==> src/rtl/wshb_fb_pkg.sv <==
// rtl/wshb_fb_pkg.sv - shared types and constants for the framebuffer burst reader
//
// Purpose: FSM state type, default geometry constants and the word-to-byte
// address helper used by wshb_fb_reader and fb_addr_gen.
// Optional feature macro: WSHB_ERR_RETRY_EN (used by the importing modules).
package wshb_fb_pkg;

  typedef enum logic [1:0] {
    IDLE,
    REQ,
    GAP
  } fb_state_t;

  localparam int DEF_DATA_WIDTH = 32;
  localparam int DEF_BURST_LEN  = 8;
  localparam int BYTES_PER_WORD = DEF_DATA_WIDTH / 8;

  // Byte address of word 'idx' in a buffer starting at 'base'.
  function automatic logic [31:0] word_byte_addr(input logic [31:0] base,
                                                 input logic [31:0] idx,
                                                 input int          bytes);
    return base + idx * 32'(bytes);
  endfunction

endpackage

==> src/rtl/fb_addr_gen.sv <==
// rtl/fb_addr_gen.sv - word index / byte address generator for the frame reader
//
// Purpose: owns the frame word index, the wishbone byte address derived from
// it, frame wrap-around and the frame_done pulse.
// Ports:
//   i_clk, i_rst_n   clock, asynchronous active-low reset
//   i_start          burst is being launched; remembers the burst start index
//   i_inc            one word acked: advance index and address
//   i_rewind         burst aborted: return to the burst start index
//   o_adr            byte address of the current word
//   o_frame_done     one-cycle pulse, aligned with the push of the last word
// Optional feature macro: WSHB_ERR_RETRY_EN (drives i_rewind from the top).
module fb_addr_gen
  import wshb_fb_pkg::*;
#(
  parameter int          NWORDS    = 384000,
  parameter logic [31:0] BASE_ADDR = 32'h0,
  parameter int          BYTES     = 4
) (
  input  logic        i_clk,
  input  logic        i_rst_n,
  input  logic        i_start,
  input  logic        i_inc,
  input  logic        i_rewind,
  output logic [31:0] o_adr,
  output logic        o_frame_done
);

  localparam int IDX_W = (NWORDS > 1) ? $clog2(NWORDS) : 1;

  logic [IDX_W-1:0] r_word_idx;
  logic [IDX_W-1:0] r_start_idx;
  logic [31:0]      r_adr;
  logic             r_frame_done;

  logic             w_last;
  logic [IDX_W-1:0] w_next_idx;

  assign w_last     = (r_word_idx == IDX_W'(NWORDS - 1));
  assign w_next_idx = w_last ? '0 : r_word_idx + 1'b1;

  // The address register always mirrors the index so it is ready the
  // moment the FSM raises stb.
  always_ff @(posedge i_clk or negedge i_rst_n) begin
    if (!i_rst_n) begin
      r_word_idx   <= '0;
      r_start_idx  <= '0;
      r_adr        <= BASE_ADDR;
      r_frame_done <= 1'b0;
    end else begin
      r_frame_done <= 1'b0;
      if (i_start) begin
        r_start_idx <= r_word_idx;
      end
      if (i_rewind) begin
        r_word_idx <= r_start_idx;
        r_adr      <= word_byte_addr(BASE_ADDR, 32'(r_start_idx), BYTES);
      end else if (i_inc) begin
        r_word_idx   <= w_next_idx;
        r_adr        <= word_byte_addr(BASE_ADDR, 32'(w_next_idx), BYTES);
        r_frame_done <= w_last;
      end
    end
  end

  assign o_adr        = r_adr;
  assign o_frame_done = r_frame_done;

endmodule

==> src/rtl/wshb_fb_reader.sv <==
// rtl/wshb_fb_reader.sv - wishbone burst-read master streaming a framebuffer into a pixel FIFO
//
// Purpose: issues BURST_LEN-beat incrementing wishbone reads over the frame,
// pushes each returned word into the pixel FIFO and loops forever while enabled.
// Ports:
//   i_clk, i_rst_n            clock, asynchronous active-low reset
//   i_enable                  1 = fetch frames, 0 = stop at next burst boundary
//   o_wshb_cyc/stb/we/sel/adr wishbone master request (we=0, sel all ones)
//   i_wshb_dat_sm/ack/err     wishbone slave response
//   o_fifo_wdata/o_fifo_write pixel FIFO push (registered, one cycle after ack)
//   i_fifo_room               FIFO can take a whole burst
//   o_frame_done              pulse with the push of the last word of a frame
//   o_err_count               saturating error count (WSHB_ERR_RETRY_EN only)
// Optional feature macro: WSHB_ERR_RETRY_EN - err aborts and re-issues the burst.
module wshb_fb_reader
  import wshb_fb_pkg::*;
#(
  parameter int          HDISP      = 800,
  parameter int          VDISP      = 480,
  parameter logic [31:0] BASE_ADDR  = 32'h0,
  parameter int          BURST_LEN  = DEF_BURST_LEN,
  parameter int          DATA_WIDTH = DEF_DATA_WIDTH
) (
  input  logic                    i_clk,
  input  logic                    i_rst_n,
  input  logic                    i_enable,
  output logic                    o_wshb_cyc,
  output logic                    o_wshb_stb,
  output logic                    o_wshb_we,
  output logic [DATA_WIDTH/8-1:0] o_wshb_sel,
  output logic [31:0]             o_wshb_adr,
  input  logic [DATA_WIDTH-1:0]   i_wshb_dat_sm,
  input  logic                    i_wshb_ack,
  input  logic                    i_wshb_err,
  output logic [DATA_WIDTH-1:0]   o_fifo_wdata,
  output logic                    o_fifo_write,
  input  logic                    i_fifo_room,
  output logic                    o_frame_done
`ifdef WSHB_ERR_RETRY_EN
  ,
  output logic [7:0]              o_err_count
`endif
);

  localparam int BEAT_W = (BURST_LEN > 1) ? $clog2(BURST_LEN) : 1;

  fb_state_t             r_state;
  logic                  r_cyc;
  logic                  r_stb;
  logic [BEAT_W-1:0]     r_beat;
  logic                  r_fifo_write;
  logic [DATA_WIDTH-1:0] r_fifo_wdata;

  logic w_err;
  logic w_start;
  logic w_inc;
  logic w_rewind;
  logic w_last_beat;

`ifdef WSHB_ERR_RETRY_EN
  logic [7:0] r_err_count;
  assign w_err = i_wshb_err;
`else
  // Without retry support err is ignored; ack+err counts as a plain ack.
  logic w_err_unused;
  assign w_err_unused = i_wshb_err;
  assign w_err        = 1'b0;
`endif

  assign w_start     = (r_state == IDLE) && i_enable && i_fifo_room;
  assign w_rewind    = (r_state == REQ) && w_err;
  assign w_inc       = (r_state == REQ) && i_wshb_ack && !w_err;
  assign w_last_beat = (r_beat == BEAT_W'(BURST_LEN - 1));

  always_ff @(posedge i_clk or negedge i_rst_n) begin
    if (!i_rst_n) begin
      r_state      <= IDLE;
      r_cyc        <= 1'b0;
      r_stb        <= 1'b0;
      r_beat       <= '0;
      r_fifo_write <= 1'b0;
      r_fifo_wdata <= '0;
    end else begin
      r_fifo_write <= 1'b0;
      case (r_state)
        IDLE: begin
          if (w_start) begin
            r_state <= REQ;
            r_cyc   <= 1'b1;
            r_stb   <= 1'b1;
          end
        end
        REQ: begin
          if (w_rewind) begin
            r_state <= GAP;
            r_cyc   <= 1'b0;
            r_stb   <= 1'b0;
            r_beat  <= '0;
          end else if (i_wshb_ack) begin
            r_fifo_write <= 1'b1;
            r_fifo_wdata <= i_wshb_dat_sm;
            if (w_last_beat) begin
              r_state <= GAP;
              r_cyc   <= 1'b0;
              r_stb   <= 1'b0;
              r_beat  <= '0;
            end else begin
              r_beat <= r_beat + 1'b1;
            end
          end
        end
        // One idle cycle lets the slave return to its idle state.
        GAP:     r_state <= IDLE;
        default: r_state <= IDLE;
      endcase
    end
  end

`ifdef WSHB_ERR_RETRY_EN
  always_ff @(posedge i_clk or negedge i_rst_n) begin
    if (!i_rst_n) begin
      r_err_count <= 8'd0;
    end else if (w_rewind && (r_err_count != 8'hFF)) begin
      r_err_count <= r_err_count + 8'd1;
    end
  end
  assign o_err_count = r_err_count;
`endif

  fb_addr_gen #(
    .NWORDS    (HDISP * VDISP),
    .BASE_ADDR (BASE_ADDR),
    .BYTES     (DATA_WIDTH / 8)
  ) u_addr_gen (
    .i_clk        (i_clk),
    .i_rst_n      (i_rst_n),
    .i_start      (w_start),
    .i_inc        (w_inc),
    .i_rewind     (w_rewind),
    .o_adr        (o_wshb_adr),
    .o_frame_done (o_frame_done)
  );

  assign o_wshb_cyc   = r_cyc;
  assign o_wshb_stb   = r_stb;
  assign o_wshb_we    = 1'b0;
  assign o_wshb_sel   = '1;
  assign o_fifo_write = r_fifo_write;
  assign o_fifo_wdata = r_fifo_wdata;

endmodule
==> config.mk <==
export PLATFORM = sky130hd
export DESIGN_NAME = wshb_fb_reader
export DESIGN_NICKNAME = d
export VERILOG_FILES = /design/src/rtl/wshb_fb_pkg.sv /design/src/rtl/fb_addr_gen.sv /design/src/rtl/wshb_fb_reader.sv
export SDC_FILE = /design/constraint.sdc
export NUM_CORES = 1
export LEC_CHECK = 0
export CAP_MARGIN = 20
export CORE_AREA = 2 2 107 83
export DETAILED_ROUTE_END_ITERATION = 16
export DIE_AREA = 0 0 109 85
export HOLD_SLACK_MARGIN = 0.1
export MAX_ROUTING_LAYER = met4
export PLACE_DENSITY = 0.79
export SLEW_MARGIN = 15
export SYNTH_ARGS = -nofsm -noshare
export SYNTH_HDL_FRONTEND = slang
export SYNTH_HIERARCHICAL = 1
export SYNTH_SLANG_ARGS = --single-unit
==> constraint.sdc <==
create_clock -name i_clk -period 2.95 [get_ports i_clk]
set_clock_uncertainty 0.2 [all_clocks]
set_input_delay 0.4425 -clock i_clk [delete_from_list [all_inputs] [get_ports i_clk]]
set_output_delay 0.4425 -clock i_clk [all_outputs]
set_load 0.02 [all_outputs]
* After elaboration in Yosys (flattened, before gate mapping)
Index checks and enable logic that the tools add are counted.
** Word-level totals
- Flip-flop bits (word level) :: 59
- Latch bits :: 0
- Memory bits (writable) :: 0
- Bits in read-only memories :: 0
- Input bits :: 38
- Output and inout bits :: 73
- Word-level logic and storage cells :: 36
- Memories :: 0
** Cells by class
- Add/sub/neg operators :: 2
- $mul :: 0
- Div/mod/pow operators :: 0
- Order comparisons :: 0
- Eq/ne operators :: 6
- Shift operators :: 0
- Muxes and demuxes :: 13
- Bitwise operators :: 0
- Reduce and logical (&&, ||, !) cells :: 8
** Operator list (count)
- adder 19 x 1 -> 19 bit, second input constant :: 1
- == test 19 bit, second input constant :: 1
- two-way mux 19 bit :: 1
- two-way mux 1 bit :: 6
- two-way mux 2 bit :: 3
- != test 2 bit, second input constant :: 2
- case mux 2 bit (2 select lines) :: 1
- AND reduction 4 bit :: 1
- adder 3 x 1 -> 3 bit, second input constant :: 1
- == test 3 bit, second input constant :: 1
- logical AND 1 bit :: 3
- two-way mux 3 bit :: 1
- AND reduction 3 bit :: 1
- == test 2 x 1 -> 1 bit, second input constant :: 1
- logical NOT 2 bit :: 1
- != test 2 x 1 -> 1 bit, second input constant :: 1
- case mux 1 bit (2 select lines) :: 1
- AND reduction 2 bit :: 1
- nonzero test 2 bit :: 1

* Depth between registers and ports, before layout
- Depth after elaboration :: 5
- Depth in mapped cells :: 9
- Depth with buffers taken out :: 7

* Hierarchy
Netlist, hierarchy kept.
** By module, submodules not included
- fb_addr_gen :: times used 1, cells an instance 196, area an instance 2137.0 µm², seq. area each 975.9 µm²
- wshb_fb_reader :: times used 1, cells an instance 96, area an instance 1690.4 µm², seq. area each 975.9 µm²

* Worst setup path after synthesis
Ideal clock, no wire load.
- Path type :: register to register
- Start :: register r_state[1]
- End :: register u_addr_gen.r_adr[7] (netlist: u_addr_gen/o_adr[7])
- Setup time :: 0.092 ns
- Arrival :: 1.801 ns
- Data required time :: 2.658 ns
- Slack :: 0.857 ns
- Cell stages (with the launch flop) :: 10
- Path buffers :: 2
- Clock period less this slack :: 2.093 ns
- Cells stage by stage :: dfrtp_1 -> nand3b_1 -> buf_6 -> buf_12 -> inv_1 -> nor2_1 -> nor2_1 -> nand4_1 -> xor2_1 -> o31ai_2
** On the way
- Cells in the longest elaborated chain, start to end :: 2
** RTL lines
- from (decl) :: RTL line wshb_fb_reader.sv:47 : fb_state_t r_state;
- from (signal assigned) :: RTL line wshb_fb_reader.sv:77 : r_state <= IDLE;
- from (signal assigned) :: RTL line wshb_fb_reader.sv:88 : r_state <= REQ;
- from (signal assigned) :: RTL line wshb_fb_reader.sv:95 : r_state <= GAP;
- == test 2 x 1 -> 1 bit :: RTL line wshb_fb_reader.sv:72 : assign w_inc = (r_state == REQ) && i_wshb_ack && !w_err;
- logical AND 1 bit :: RTL line wshb_fb_reader.sv:72
- named net w_inc :: RTL line wshb_fb_reader.sv:56 : logic w_inc;
- to (signal assigned) :: RTL line fb_addr_gen.sv:57 : r_adr <= word_byte_addr(BASE_ADDR, 32'(r_start_idx), BYTES);
- to (signal assigned) :: RTL line fb_addr_gen.sv:60 : r_adr <= word_byte_addr(BASE_ADDR, 32'(w_next_idx), BYTES);
- to (decl) :: RTL line fb_addr_gen.sv:33 : logic [31:0] r_adr;
The timed path passes the listed nets, and every way through them passes these cells.
A chain may end at the register's enable or synchronous reset.

* Final worst setup path
- Start :: input port i_wshb_ack
- End :: register u_addr_gen.r_adr[11] (netlist: u_addr_gen/o_adr[11])
** On the way
- Cells in the longest elaborated chain, start to end :: 1
** RTL lines
- from (decl) :: RTL line wshb_fb_reader.sv:33 : input logic i_wshb_ack,
- logical AND 1 bit :: RTL line wshb_fb_reader.sv:72
- named net w_inc :: RTL line wshb_fb_reader.sv:56
The timed path passes the listed nets, and every way through them passes these cells.

==> flow_summary.toml <==
[run_status]
outcome = "finished clean"

[logic_synthesis]
synth-compound-area-share = 0.0660
netlist_area_um2 = 3830
seq_area_frac_synth = 0.510
synth_top_area_cell = "dfrtp_1"
yosys.cell_count.top_type = "dfrtp_1"
syn_area_per_cell_um2 = 13.1
synthXorXnorAreaFrac = 0.0320
synth_edf_count = 0
synth.distinct_cells = 46
synth_async_sr_flop_share = 1.00
synth_top_family_by_area = "multiplexers"
postSynthRegisterBits = 78
postSynthCellCount = 292
synthSimpleGateAreaFrac = 0.112
synth_area_leaders = "dfrtp_1 (51%), mux2_4 (11%), mux2_2 (7.4%)"
yosysWarnings = 6
netlist.area_leader.share = 0.510
synth_ff_type = "dfrtp_1"
synth_common_cells = "dfrtp_1 (78), mux2_4 (29), nand2_1 (28)"
synthAdderAreaFrac = 0.00981
synthMuxAreaShare = 0.187

[global_route]
grt_max_degree = 79
grt_pass1_vias = 2550
track_usage = 0.185
antenna_found_initial = 0
grt_pass1_wl_um = 12900
grt_overflow = 0

[sta]
rsz0062_at_grt = "no"
timing.final.crit_share = 0.783
fin_tns_setup_ns = 0
slew_headroom = 0.348
hold_ws_ns = 0.262
setup_violations = 0
worstMarginPinSlew_ns = 0.979
final.min_clock_period_ns = 2.31
hold_violations = 0
fmax_mhz = 433
slew_violations = 0

[power]
power.density_nw_per_um2 = 776
power_leakage_nw = 2.18
vdd_drop_max_mv = 0.468

[floorplan]
io_pins = 111
rows = 29
die_w_um = 109
core_um2 = 8240
dieHeight_um = 85
start_util = 0.465
die_area_um2 = 9270

[critical_path]
start_kind = "input pin"
cp_max_fo = 9
r2r_slack_ns = 0.69
critPathKind = "in -> reg"
cp.arrival_ns = 2.34
crit_required_ns = 2.98
worstSetupEndpointType = "flip-flop"

[flow_run]
drv_cap = 0

[drt]
vias = 2518
drt-pass1-iter-count = 4
drc = 0
wl_per_cell_um = 16.0
viasPerCell = 5.06
drt-initial-drc-count = 51
drtAntennaViolNets = 0
totalWireLength_um = 7950

[finish]
fin_nets = 427
design_area_um2 = 4870
drive_gt1_frac = 0.246
fin_util = 0.592
area.growth.synth_to_final_pct = 27.3
antennaDiodeCount = 0

[place]
gp_congestion = 0.808
dpl-instance-area_um2 = 4680
dpl.hpwl_um = 5430
port_buffers = 91

[clock_network]
clk_latency_ns = 0.35
clockRootBuffer = "clkbuf_8"
cts_max_path_buffers = 2
clk_pin_slew_ns = 0.08
cts.sinks = 78
cts-resized-gates = 0
cts_buffers = 9
tritoncts = "done"
h-tree-depth = 3

[hold_path]
worstHoldPathType = "reg -> reg"
cell type report:
class	instances	area, um^2
clock buffer	9	124
clock inverter	6	63.8
fill	705	3360
inverter	4	15.0
multi-input combinational	198	1640
sequential	78	1950
tap	108	135
timing repair buffer	95	941
worst max-delay path, stage by stage:
cell	delay [ns]
clkdlybuf4s50_1	0.51
nand3b_1	0.11
inv_1	0.26
nand3_1	0.21
nor3_2	0.24
and2_1	0.27
buf_4	0.22
o31ai_2	0.08
sequential cells by signal, summed over array words and instances (netlist names):
register and cells:
u_addr_gen/o_frame_done 1, r_beat 3, r_state 2, o_fifo_write 1, o_fifo_wdata 32, u_addr_gen/o_adr 19
u_addr_gen/r_start_idx 19, o_wshb_stb 1
cells by family (layout without fill, tap and decap cells):
kind of cell | Yosys count | count (layout)
AOI/OAI and AO/OA | 30 | 30
xor gates and xnor gates | 14 | 14
other | 3 | 22
buffers and inverters | 35 | 114
DFF | 78 | 78
and+or+nand+nor | 75 | 75
muxes | 54 | 54
adders and majority gates | 3 | 3
routing by layer:
layer	wire [um]	vias up	GRT usage
li1	-	1172	-
met1	3690	1256	0.250
met2	3800	86	0.277
met3	400	4	0.0461
met4	62	0	0.0559
met5	0	-	-
report_power, final:
group	internal [mW]	switching, mW	leakage, nW
clock network	0.384	0.382	0.0911
logic	0.823	0.673	1.09
registers	1.34	0.180	0.996
total	2.55	1.23	2.18
final timing paths:
kind,from,cells past startpoint,endpoint
worst max-delay path,i_wshb_ack,8,u_addr_gen/o_adr[11]
worst min-delay path,r_state[1],1,r_state[0]
worst max register to register,u_addr_gen/o_adr[4],6,u_addr_gen/o_adr[11]
worst min register to register,r_state[1],1,r_state[0]
max in group asynchronous,i_rst_n,2,u_addr_gen/o_adr[6]
min in group asynchronous,i_rst_n,2,u_addr_gen/r_start_idx[15]
stage by stage:
| step | worst slack [ns] | total power [mW] | cells |
|---|---|---|---|
| floorplan | 0.857 | 2.45 | 311 |
| global placement | 0.401 | 2.98 | 482 |
| detailed placement | 0.324 | 3.04 | 482 |
| CTS | 0.693 | 3.83 | 498 |
| global route | 0.556 | 3.99 | 498 |
| finish | 0.640 | 3.78 | 498 |
cells in the final DEF (no fill, tap or decap), drive strengths merged, types with 5 or more instances in the layout:
master         instances
nand3                  8
nand4                  5
nand2                 28
o21ai                  8
clkbuf                 9
clkdlybuf4s50         90
conb                  22
mux2                  54
o31ai                  9
xnor2                  5
dfrtp                 78
nor2                  11
xor2                   9
what timing repair did:
action	in CTS	in global routing
hold buffers	1	0
setup endpoints to repair	0	0
hold endpoints to repair	78	0
buffers inserted	0	0
Power figures use the tool's default switching activity.
